### config.mk
export PLATFORM = sky130hd
export DESIGN_NAME = shift_rows_pipe
export DESIGN_NICKNAME = d
export VERILOG_FILES = /design/src/rtl/shift_rows_pipe.sv
export SDC_FILE = /design/constraint.sdc
export NUM_CORES = 1
export LEC_CHECK = 0
export ABC_CLOCK_PERIOD_IN_PS = 7200
export CORE_MARGIN = 5
export CORE_UTILIZATION = 45
export CTS_CLUSTER_DIAMETER = 40
export DETAILED_ROUTE_END_ITERATION = 16
export GPL_TIMING_DRIVEN = 0
export PLACE_DENSITY = 0.87
export SLEW_MARGIN = 40
export SYNTH_ARGS = -nofsm -noshare
export SYNTH_HDL_FRONTEND = slang
export SYNTH_SLANG_ARGS = --single-unit
export TNS_END_PERCENT = 100
### constraint.sdc
create_clock -name clk -period 7.2 [get_ports clk]
set_clock_uncertainty 0.2 [all_clocks]
set_input_delay 1.08 -clock clk [delete_from_list [all_inputs] [get_ports clk]]
set_output_delay 1.08 -clock clk [all_outputs]
set_load 0.02 [all_outputs]
### src/rtl/shift_rows_pipe.sv
// Pipelined Rijndael ShiftRows / InvShiftRows for NB = 4, 6 or 8 columns.
// The transform feeds slot 1; later slots form an elastic valid/ready chain carrying a tag.
module shift_rows_pipe #(
  parameter int NB          = 4,
  parameter int PIPE_STAGES = 1,
  parameter int TAG_W       = 4
) (
  input  logic              clk,
  input  logic              rst,
  input  logic              in_valid,
  output logic              in_ready,
  input  logic [32*NB-1:0]  in_data,
  input  logic              in_inv,
  input  logic [TAG_W-1:0]  in_tag,
  output logic              out_valid,
  input  logic              out_ready,
  output logic [32*NB-1:0]  out_data,
  output logic [TAG_W-1:0]  out_tag,
  output logic              busy
);

  localparam int BW = 32 * NB;

  if (!(NB == 4 || NB == 6 || NB == 8)) begin : g_bad_nb
    $fatal(1, "shift_rows_pipe: NB must be 4, 6 or 8");
  end
  if (PIPE_STAGES < 1 || PIPE_STAGES > 4) begin : g_bad_stages
    $fatal(1, "shift_rows_pipe: PIPE_STAGES must be 1..4");
  end
  if (TAG_W < 1 || TAG_W > 16) begin : g_bad_tag
    $fatal(1, "shift_rows_pipe: TAG_W must be 1..16");
  end

  // Wide blocks (NB = 8) skip one extra column on rows 2 and 3.
  function automatic int row_shift(input int r);
    return (NB == 8 && r >= 2) ? r + 1 : r;
  endfunction

  function automatic logic [BW-1:0] shift_rows(input logic [BW-1:0] d, input logic inv);
    logic [BW-1:0] res;
    int            src;
    res = '0;
    for (int c = 0; c < NB; c++) begin
      for (int r = 0; r < 4; r++) begin
        if (inv) begin
          src = (c + NB - row_shift(r)) % NB;
        end else begin
          src = (c + row_shift(r)) % NB;
        end
        res[BW-1-8*(4*c+r) -: 8] = d[BW-1-8*(4*src+r) -: 8];
      end
    end
    return res;
  endfunction

  logic [PIPE_STAGES-1:0] valid_q, valid_d;
  logic [BW-1:0]          data_q [PIPE_STAGES];
  logic [BW-1:0]          data_d [PIPE_STAGES];
  logic [TAG_W-1:0]       tag_q  [PIPE_STAGES];
  logic [TAG_W-1:0]       tag_d  [PIPE_STAGES];
  logic [PIPE_STAGES-1:0] ready_s;
  logic [BW-1:0]          xform_s;

  assign xform_s = shift_rows(in_data, in_inv);

  // Combinational ready chain, walked from the output slot back to the input.
  always_comb begin
    logic rdy;
    ready_s = '0;
    rdy     = out_ready;
    for (int k = PIPE_STAGES - 1; k >= 0; k--) begin
      rdy        = !valid_q[k] || rdy;
      ready_s[k] = rdy;
    end
  end

  // Slot next-state: load from upstream when ready, payload only on a valid block.
  always_comb begin
    valid_d = valid_q;
    data_d  = data_q;
    tag_d   = tag_q;
    if (ready_s[0]) begin
      valid_d[0] = in_valid;
      if (in_valid) begin
        data_d[0] = xform_s;
        tag_d[0]  = in_tag;
      end else begin
        data_d[0] = data_q[0];
        tag_d[0]  = tag_q[0];
      end
    end else begin
      valid_d[0] = valid_q[0];
    end
    for (int k = 1; k < PIPE_STAGES; k++) begin
      if (ready_s[k]) begin
        valid_d[k] = valid_q[k-1];
        if (valid_q[k-1]) begin
          data_d[k] = data_q[k-1];
          tag_d[k]  = tag_q[k-1];
        end else begin
          data_d[k] = data_q[k];
          tag_d[k]  = tag_q[k];
        end
      end else begin
        valid_d[k] = valid_q[k];
      end
    end
  end

  // Slot registers; reset discards everything in flight.
  always_ff @(posedge clk or posedge rst) begin
    if (rst) begin
      valid_q <= '0;
      for (int k = 0; k < PIPE_STAGES; k++) begin
        data_q[k] <= '0;
        tag_q[k]  <= '0;
      end
    end else begin
      valid_q <= valid_d;
      data_q  <= data_d;
      tag_q   <= tag_d;
    end
  end

  assign in_ready  = ready_s[0];
  assign out_valid = valid_q[PIPE_STAGES-1];
  assign out_data  = data_q[PIPE_STAGES-1];
  assign out_tag   = tag_q[PIPE_STAGES-1];
  assign busy      = |valid_q;

endmodule

==> summary.txt <==
Outcome = completed
Main combinational cell family by area after synthesis = multiplexers
Boundary pin count = 272
Unique masters post-synth = 14
Mux cell area share after synthesis = 0.257
Most common cell after layout, fill and taps aside = clkdlybuf4s50_1
Tcrit/Tclk final = 0.619
Hold_buf cts = 0
Post-synthesis cell area = 5770 um2
Synth top area cells = dfrtp_1, mux2i_1, mux2_2
Worst slew pin tran = 0.522 ns
Worst path arrival time = 3.18 ns
XOR/XNOR Fraction of Synth Area = 0
Min cycle time layout = 4.46 ns
Critical path, cell by cell = clkdlybuf4s50_1, nand2b_1, buf_2, buf_2, clkbuf_1, clkdlybuf4s50_1
Routed vias/inst = 5.32
WS Path Type = primary input to output port
CP endpoint kind = output port
Routability congestion estimate = 0.830
Grt total ovfl = 0
Max-cap violation count = 0
P_leak = 0.00396 uW
Non-Filler Instances = 915
First-pass DRT Iterations = 4
Syn Inst Count = 441
Crit Path Max Fanout = 10
CP startpoint = out_ready
Post-Place Setup Slack = 2.75 ns
PD cells = 272 nW/um2
Crit path max-delay cell type = clkdlybuf4s50_1
Synth top area share = 0.577
Setup TNS Final = 0 ns
I/O Buffers = 270
Number of H-tree levels = 4
Gr usage total = 0.253
DRC viols = 0
Syn_nets = 578
Die Height = 123 um
Hpwl dp = 14700 um
Slew Limit Fails = 0
Antenna viol nets, final = 0
Hold Fails Final Rpt = 0
Sequential share of the synthesized area = 0.577
Initial DRC count = 221
Share of layout cells above drive strength 1 = 0.170
Crit start category = primary input
Wire per inst = 21.2 um
Inst Count DP = 884
Worst skew pair latency = 0.40 ns
ANT cells = 0
CP top delay family = buffers and inverters
Longest Clk Path Bufs = 2
First-pass GRT wire length = 29100 um
Root Buffer = clkbuf_16
Die W = 123 um
WP buf/inv = 5
DRT Wirelength = 19400 um
Final setup viols = 0
Post_cts resized = 0
CP max stage delay = 0.72 ns
Initial Util = 0.457
CTS tree = yes
Final nets = 868
Full die area = 15200 um2
Synth Area per Inst = 13.1 um2
Sink Count = 133
Most area-hungry cell type in the Yosys netlist = dfrtp_1
Layout area overhead = 62.1%
CTS clock-pin slew for the worst setup and hold paths = 0.06 ns
Fin worst setup slack = 2.74 ns
Slew margin rel. = 0.652
Largest net degree at the start of global routing = 84
Setup bufs post-CTS = 0
Vias in the first global route = 5316
CP required = 5.92 ns
Initial antenna violation count = 0
Commonest non-fill, non-tap cells in the layout = clkdlybuf4s50_1, dfrtp_1, mux2i_1, a21oi_1, a31oi_1
Core ar. = 12600 um2
Ys Warns = 0
IR drop worst, VDD = 0.144 mV
R2r startpoint = busy
Num CTS Buffers = 17
RSZ-0062 raised after global routing = no
Peak Freq = 224 MHz
Core Rows = 41
Adder-Cell Fraction of Synth Area = 0
Synth Area in Simple Gates = 0.00325
DR vias = 4869
#FFs+latches synth = 133
Hold_sp = out_data[13]
Worst hold path type = flop to flop
Compound-Gate Fraction of Synth Area = 0.125
-- through the flow --
stage	hold WS [ns]	total power [uW]	utilization	cell area (um2)
floorplan	0.435	1250	-	5770
global placement	0.286	1610	0.688	8690
detailed placement	0.291	1630	0.691	8720
CTS	0.305	2560	0.741	9350
global route	0.313	2640	0.741	9350
finish	0.302	2540	0.741	9350
-- cell usage after synthesis --
| cell type | number |
|---|---|
| mux2i_1 | 64 |
| dfrtp_1 | 133 |
| inv_1 | 1 |
| nand2b_1 | 2 |
| nand2_2 | 1 |
| buf_4 | 1 |
| mux2_2 | 48 |
| mux2_4 | 20 |
| buf_6 | 3 |
| buf_1 | 1 |
| clkbuf_1 | 19 |
| buf_2 | 20 |
| a31oi_1 | 64 |
| a21oi_1 | 64 |
-- layout make-up --
class	count	area [um2]
sequential	133	3330
clock inverter	12	179
timing repair buffer	271	2730
multi-input combinational	263	2220
tap	172	215
buffer	44	216
clock buffer	19	453
inverter	1	11.3
fill	867	3270
-- cell families after synthesis --
group                  after synthesis
and+or+nand+nor                      3
muxes                              132
AOI/OAI and AO/OA                  128
DFF                                133
buffers and inverters               45
-- path summary, 6_finish.rpt --
path	endpoint	slack, ns	depth (start not counted)
setup / recovery	in_ready	2.74	6
setup reg to reg	out_data[85]	5.35	5
hold reg to reg	out_data[13]	0.30	1
max in group asynchronous	out_data[85]	5.16	3
min in group asynchronous	out_data[74]	0.91	2
hold / removal	out_data[13]	0.30	1
-- layer usage --
metal  routed length, um  vias up  GRT usage
li1                    -     2222          -
met1                7060     2395      0.284
met2               10200      224      0.446
met3                1790       28     0.0865
met4                 403        0     0.0886
met5                   0        -          0
-- sequential cells by signal (all words and copies together) (netlist names) --
register  flops
out_tag       4
out_data    128
busy          1
-- report_power, final --
part / switching (uW) / internal (uW) / leakage, uW
clock network: 322 / 596 / 0.000301
registers: 65.6 / 858 / 0.00151
logic: 337 / 362 / 0.00214
(Power assumes the default switching activity.)
